===== config.mk =====
export PLATFORM = sky130hd
export DESIGN_NAME = pipe_stall_ctrl_flat
export DESIGN_NICKNAME = d
export VERILOG_FILES = /design/src/rtl/pipe_stall_ctrl_pkg.sv /design/src/rtl/pipe_stall_ctrl_if.sv /design/src/rtl/pipe_stall_ctrl_mc_down_counter.sv /design/src/rtl/pipe_stall_ctrl.sv /design/src/flat_wrapper.sv
export SDC_FILE = /design/constraint.sdc
export NUM_CORES = 1
export LEC_CHECK = 0
export BUFFER_PORTS_ARGS = -buffer_cell sky130_fd_sc_hd__buf_2
export CAP_MARGIN = 20
export CORE_MARGIN = 10
export CORE_UTILIZATION = 50
export CTS_CLUSTER_SIZE = 14
export DETAILED_ROUTE_END_ITERATION = 12
export MAX_ROUTING_LAYER = met4
export PLACE_DENSITY = 0.77
export REMOVE_ABC_BUFFERS = 1
export SLEW_MARGIN = 20
export SYNTH_ARGS = -nofsm -noshare
export SYNTH_HDL_FRONTEND = slang
export SYNTH_HIERARCHICAL = 1
export SYNTH_SLANG_ARGS = --single-unit

===== constraint.sdc =====
create_clock -name clk -period 2.24 [get_ports clk]
set_input_delay 0.224 -clock clk [delete_from_list [all_inputs] [get_ports clk]]
set_output_delay 0.224 -clock clk [all_outputs]
set_load 0.05 [all_outputs]

===== src/rtl/pipe_stall_ctrl_pkg.sv =====
// pipe_stall_ctrl_pkg: stall vector codes, controller state encodings and the
// stall priority helper shared by the pipeline sequencing controller.
`default_nettype none

package pipe_stall_ctrl_pkg;

  typedef logic [5:0] stall_vec_t;

  localparam stall_vec_t STALL_NONE    = 6'b000000;
  localparam stall_vec_t STALL_FROM_ID = 6'b000111;
  localparam stall_vec_t STALL_FROM_EX = 6'b001111;

  localparam logic [1:0] CTRL_IDLE = 2'd0;
  localparam logic [1:0] CTRL_RUN  = 2'd1;
  localparam logic [1:0] CTRL_DONE = 2'd2;

  // Flush wins over everything, then the EX freeze, then the load-use bubble.
  function automatic stall_vec_t stall_select(input logic flush_req,
                                              input logic ex_stall,
                                              input logic id_stall);
    if (flush_req)     return STALL_NONE;
    else if (ex_stall) return STALL_FROM_EX;
    else if (id_stall) return STALL_FROM_ID;
    else               return STALL_NONE;
  endfunction

endpackage

`default_nettype wire


===== src/rtl/pipe_stall_ctrl_if.sv =====
// pipe_stall_ctrl_if: request/response bundle between the pipeline stages
// (master) and the stall controller (slave). PIPE_CTRL_PERF_EN adds counters.
`default_nettype none

interface pipe_stall_ctrl_if
`ifdef PIPE_CTRL_PERF_EN
  #(parameter int CNT_W = 6, parameter int PERF_W = 32)
`else
  #(parameter int CNT_W = 6)
`endif
  ();
  import pipe_stall_ctrl_pkg::*;

  logic             stallreq_id;
  logic             ex_mc_start;
  logic [CNT_W-1:0] ex_mc_len;
  logic             ex_mc_abort;
  logic             flush_req;
  stall_vec_t       stall;
  logic             flush;
  logic             ex_mc_done;
  logic             busy;
`ifdef PIPE_CTRL_PERF_EN
  logic [PERF_W-1:0] perf_stall_cyc;
  logic [PERF_W-1:0] perf_mc_ops;
`endif

  modport master (
    output stallreq_id, ex_mc_start, ex_mc_len, ex_mc_abort, flush_req,
`ifdef PIPE_CTRL_PERF_EN
    input  perf_stall_cyc, perf_mc_ops,
`endif
    input  stall, flush, ex_mc_done, busy
  );

  modport slave (
    input  stallreq_id, ex_mc_start, ex_mc_len, ex_mc_abort, flush_req,
`ifdef PIPE_CTRL_PERF_EN
    output perf_stall_cyc, perf_mc_ops,
`endif
    output stall, flush, ex_mc_done, busy
  );

endinterface

`default_nettype wire


===== src/rtl/pipe_stall_ctrl_mc_down_counter.sv =====
// mc_down_counter: loadable down-counter with zero/one flags used to time
// multi-cycle EX operations.
`default_nettype none

module mc_down_counter #(
  parameter int CNT_W = 6
) (
  input  wire logic             clk,
  input  wire logic             rst,
  input  wire logic             i_load,
  input  wire logic [CNT_W-1:0] i_load_val,
  input  wire logic             i_dec,
  output logic                  o_zero,
  output logic                  o_one
);

  logic [CNT_W-1:0] r_cnt;

  always_ff @(posedge clk) begin
    if (rst)        r_cnt <= '0;
    else if (i_load) r_cnt <= i_load_val;
    else if (i_dec)  r_cnt <= r_cnt - CNT_W'(1);
  end

  assign o_zero = (r_cnt == '0);
  assign o_one  = (r_cnt == CNT_W'(1));

endmodule

`default_nettype wire


===== src/rtl/pipe_stall_ctrl.sv =====
// pipe_stall_ctrl: merges ID/EX stall requests with the MEM flush and freezes
// EX for multi-cycle ops. Optional counters under macro PIPE_CTRL_PERF_EN.
`default_nettype none

module pipe_stall_ctrl
  import pipe_stall_ctrl_pkg::*;
#(
  parameter int CNT_W = 6
`ifdef PIPE_CTRL_PERF_EN
  , parameter int PERF_W = 32
`endif
) (
  input  wire logic         clk,
  input  wire logic         rst,
  pipe_stall_ctrl_if.slave  bus
);

  logic [1:0] r_state;
  logic [1:0] w_next;
  logic       r_done;
  logic       w_kill;
  logic       w_start;
  logic       w_ex_stall;
  logic       w_cnt_zero;
  logic       w_cnt_one;
  stall_vec_t w_stall;

  assign w_kill     = bus.flush_req | bus.ex_mc_abort;
  assign w_start    = ((r_state == CTRL_IDLE) | (r_state == CTRL_DONE)) &
                      bus.ex_mc_start & (bus.ex_mc_len != '0);
  assign w_ex_stall = ~w_kill & ((r_state == CTRL_RUN) | w_start);

  always_comb begin
    w_next = CTRL_IDLE;
    if (w_kill)
      w_next = CTRL_IDLE;
    else if (w_start)
      w_next = (bus.ex_mc_len == CNT_W'(1)) ? CTRL_DONE : CTRL_RUN;
    else if (r_state == CTRL_RUN)
      w_next = (w_cnt_one | w_cnt_zero) ? CTRL_DONE : CTRL_RUN;
  end

  // Counter holds cycles still to go after the current one.
  mc_down_counter #(.CNT_W(CNT_W)) u_cnt (
    .clk       (clk),
    .rst       (rst),
    .i_load    (w_kill | w_start),
    .i_load_val(w_kill ? '0 : bus.ex_mc_len - CNT_W'(1)),
    .i_dec     (~w_kill & (r_state == CTRL_RUN)),
    .o_zero    (w_cnt_zero),
    .o_one     (w_cnt_one)
  );

  always_ff @(posedge clk) begin
    if (rst) begin
      r_state <= CTRL_IDLE;
      r_done  <= 1'b0;
    end else begin
      r_state <= w_next;
      r_done  <= (w_next == CTRL_DONE);
    end
  end

  assign w_stall        = stall_select(bus.flush_req, w_ex_stall, bus.stallreq_id);
  assign bus.stall      = w_stall;
  assign bus.flush      = bus.flush_req;
  assign bus.ex_mc_done = r_done;
  assign bus.busy       = (r_state != CTRL_IDLE);

`ifdef PIPE_CTRL_PERF_EN
  logic [PERF_W-1:0] r_perf_stall;
  logic [PERF_W-1:0] r_perf_ops;

  always_ff @(posedge clk) begin
    if (rst) begin
      r_perf_stall <= '0;
      r_perf_ops   <= '0;
    end else begin
      if ((w_stall != STALL_NONE) && !(&r_perf_stall))
        r_perf_stall <= r_perf_stall + PERF_W'(1);
      if (r_done && !(&r_perf_ops))
        r_perf_ops <= r_perf_ops + PERF_W'(1);
    end
  end

  assign bus.perf_stall_cyc = r_perf_stall;
  assign bus.perf_mc_ops    = r_perf_ops;
`endif

`ifndef SYNTHESIS
  // A new op cannot be accepted while one is still counting down.
  a_no_start_in_run: assert property (@(posedge clk) disable iff (rst)
    !(bus.ex_mc_start && (r_state == CTRL_RUN)))
    else $error("ex_mc_start asserted while multi-cycle op in RUN");
`endif

endmodule

`default_nettype wire


===== src/flat_wrapper.sv =====
// flat-port wrapper written by rule: the top's interface ports become plain ports
module pipe_stall_ctrl_flat import pipe_stall_ctrl_pkg::*;
#(
  parameter int CNT_W = 6

)
  (clk, rst, bus_stallreq_id, bus_ex_mc_start, bus_ex_mc_len, bus_ex_mc_abort, bus_flush_req, bus_stall, bus_flush, bus_ex_mc_done, bus_busy);
  pipe_stall_ctrl_if #(.CNT_W(CNT_W)) bus_i ();
  input  wire logic clk;
  input  wire logic rst;
  input wire logic [$bits(bus_i.stallreq_id)-1:0] bus_stallreq_id;
  input wire logic [$bits(bus_i.ex_mc_start)-1:0] bus_ex_mc_start;
  input wire logic [$bits(bus_i.ex_mc_len)-1:0] bus_ex_mc_len;
  input wire logic [$bits(bus_i.ex_mc_abort)-1:0] bus_ex_mc_abort;
  input wire logic [$bits(bus_i.flush_req)-1:0] bus_flush_req;
  output wire logic [$bits(bus_i.stall)-1:0] bus_stall;
  output wire logic [$bits(bus_i.flush)-1:0] bus_flush;
  output wire logic [$bits(bus_i.ex_mc_done)-1:0] bus_ex_mc_done;
  output wire logic [$bits(bus_i.busy)-1:0] bus_busy;
  assign bus_i.stallreq_id = bus_stallreq_id;
  assign bus_i.ex_mc_start = bus_ex_mc_start;
  assign bus_i.ex_mc_len = bus_ex_mc_len;
  assign bus_i.ex_mc_abort = bus_ex_mc_abort;
  assign bus_i.flush_req = bus_flush_req;
  assign bus_stall = bus_i.stall;
  assign bus_flush = bus_i.flush;
  assign bus_ex_mc_done = bus_i.ex_mc_done;
  assign bus_busy = bus_i.busy;
  pipe_stall_ctrl #(.CNT_W(CNT_W)) u_core (.clk(clk), .rst(rst), .bus(bus_i));
endmodule

==> results.toml <==
[run_status]
status = "finished clean"

[final_layout]
n_fill_cell = 127
layout_commonest_cell = "buf_2"
register_area_um2 = 180.2
n_antenna_cell = 0
final_cell_mix = "18 x buf_2, 13 x nor2_1, 9 x dfxtp_1"
area_growth_pct = 14.26
layout.nets = 126
instances_no_fill = 124
multi_input_area_um2 = 489.2
drive_above_1_share = 0.3028
fin_util = 0.6237

[synthesis]
synth_mux_area_frac = 0.01358
synthCells = 91
synth_top_family_by_area = "simple AND/OR/NAND/NOR gates"
synth_area_leaders = "dfxtp_1 24%, ha_1 6.8%, nor2_1 6.6%, buf_4 5.1%, xor2_1 4.8%"
synthArstFlopShare = 0
yosys.cell_types.count = 39
synth_xor_area_frac = 0.07131
synth_seq_area_share = 0.2445
synth.avg_cell_area_um2 = 8.098
yosysWarningCount = 6
synth-compound-area-share = 0.1935
synthFlopType = "dfxtp_1"
synth_enable_flop_cells = 0
ys_seq_elements = 9
yosys.area.top_type_share = 0.2445
synthAdderAreaFrac = 0.06791
synthSimpleGateAreaFrac = 0.3073
synth_area_um2 = 737.0
yosys.area.top_type = "dfxtp_1"

[placement]
io_buffers = 18
dp_cells = 120
globalplace.congestion = 0.8437
dp_hpwl_mm = 1.368

[setup_path]
crit_chain = "inv_1, ha_1, and2_1, or4b_1, a21o_1, a2111oi_2"
crit_path_max_fanout = 5
crit_family = "simple AND/OR/NAND/NOR gates"
path_buf_inv = 1
slowest_stage = "or4b_1"
startpoint_type = "flip-flop"
critPathKind = "reg2reg"
required_ns = 2.40
cp.arrival_ns = 2.19
reg2reg_from = "u_core/u_cnt/r_cnt[0]"
cp-end-kind = "flip-flop"
slowest_delay_ns = 0.53
crit_start = "u_core/u_cnt/r_cnt[0]"
r2r_slack_ns = 0.21

[power]
pwr_density_cell_nw_per_um2 = 490.7
p_leak_uw = 0.0003673
ir_drop_v = 0.0004359

[global_routing]
grt_max_degree = 14
grt_pass1_wl_mm = 2.953
grt_usage = 0.1110
antenna_found_initial = 0
grt_pass1_vias = 678
overflow = 0

[timing]
layout_min_cycle_time_ns = 2.027
maxSlewViolCount = 0
finalCritPeriodShare = 0.9050
rsz0062_at_grt = "no"
hold_viol = 0
skew_ns = 0.005309
fmax_ghz = 0.4933
setup_viol_count_final = 0

[clock_network]
cts-resized-gates = 0
post-cts-setup-buffers = 0
cts.sinks = 9
cts_hold_buf = 0
clockBufferDepth = 2
cts_buffers = 3
clk_latency_ns = 0.26
cts_tree = "yes"
cts_root_buf = "clkbuf_4"
clk_pin_slew_ns = 0.06
htree_levels = 1

[drt]
wl_per_cell_um = 13.84
drt_first_pass_iters = 4
remaining_drc_errors = 0
drt_iter0_drc = 8
vias = 695
via_per_inst = 5.605
routed_wl_mm = 1.716
ant_nets = 0

[die]
row_count = 13
num_io_pins = 21
initial_core_util = 0.5459
die_area_um2 = 3409
die_x_um = 58.39
coreArea_um2 = 1350
die_h_um = 58.39

[worst_hold_path]
min_path_type = "in2reg"
worstHoldStart = "rst"

[flow_run]
maxCapViolCount = 0
final timing paths:
| path | to | depth (start not counted) |
|---|---|---|
| setup / recovery | u_core/r_state[0] | 6 |
| hold / removal | u_core/r_state[0] | 2 |
| setup reg to reg | u_core/r_state[0] | 6 |
| hold reg to reg | u_core/u_cnt/r_cnt[4] | 2 |
per-layer routing:
layer	share of wire	track usage	vias up	routed length [µm]
met5	0	-	-	0
met2	0.50	0.1821	13	857
met1	0.44	0.1169	325	759
met4	0.0047	0.03020	0	8
met3	0.053	0.05150	2	91
li1	-	-	355	-
per-stage QoR:
| stage | total power, µW | setup WS (ns) | hold slack [ns] | TNS (ns) | instance area (µm²) |
|---|---|---|---|---|---|
| 2_1_floorplan | 252.2 | -2.125 | 0.2929 | -6.375 | 699.4 |
| 4_1_cts | 420.5 | 0.2031 | 0.2500 | 0 | 842.1 |
| 6_report | 413.2 | 0.2127 | 0.2583 | 0 | 842.1 |
| 3_5_place_dp | 290.0 | -0.007220 | 0.5307 | -0.007220 | 815.8 |
| 5_1_grt | 443.7 | 0.06867 | 0.2586 | 0 | 842.1 |
| 3_3_place_gp | 288.3 | 0.1139 | 0.5248 | 0 | 815.8 |
power by group:
group | leakage, µW | switching [µW] | internal, µW
Sequential | 0.0000733 | 7.06 | 166
Clock | 0.0000150 | 57.3 | 68.7
Combinational | 0.000279 | 76.2 | 38.1
state kept, by name (all words and copies together), names as in the netlist:
register	cells
u_core/bus.ex_mc_done	1
u_core/r_state	2
u_core/u_cnt/r_cnt	6
layout make-up:
class,instances,share of cell area
Sequential cell,9,0.2140
Inverter,8,0.03566
Timing Repair Buffer,19,0.1159
Clock buffer,4,0.03120
Tap cell,15,0.02229
Multi-Input combinational cell,69,0.5810
cells in the mapped netlist (all sizes together), types with 2 or more instances:
library cell and n:
or2 2, nand2 3, and2 2, o31ai 3
buf 5, inv 8, ha 4, or4 2
nor2 13, a211oi 4, and2b 2, dfxtp 9
xor2 4, nor4 3, a21oi 4, xnor2 2
logic make-up after synthesis:
kind of cell    after synthesis
simple gates                 37
compound gates               19
buf+inv                      14
flops                         9
xor+xnor                      6
fa+ha+maj                     4
other cells                   1
mux                           1
No activity file was read; power rests on OpenSTA's default activity.
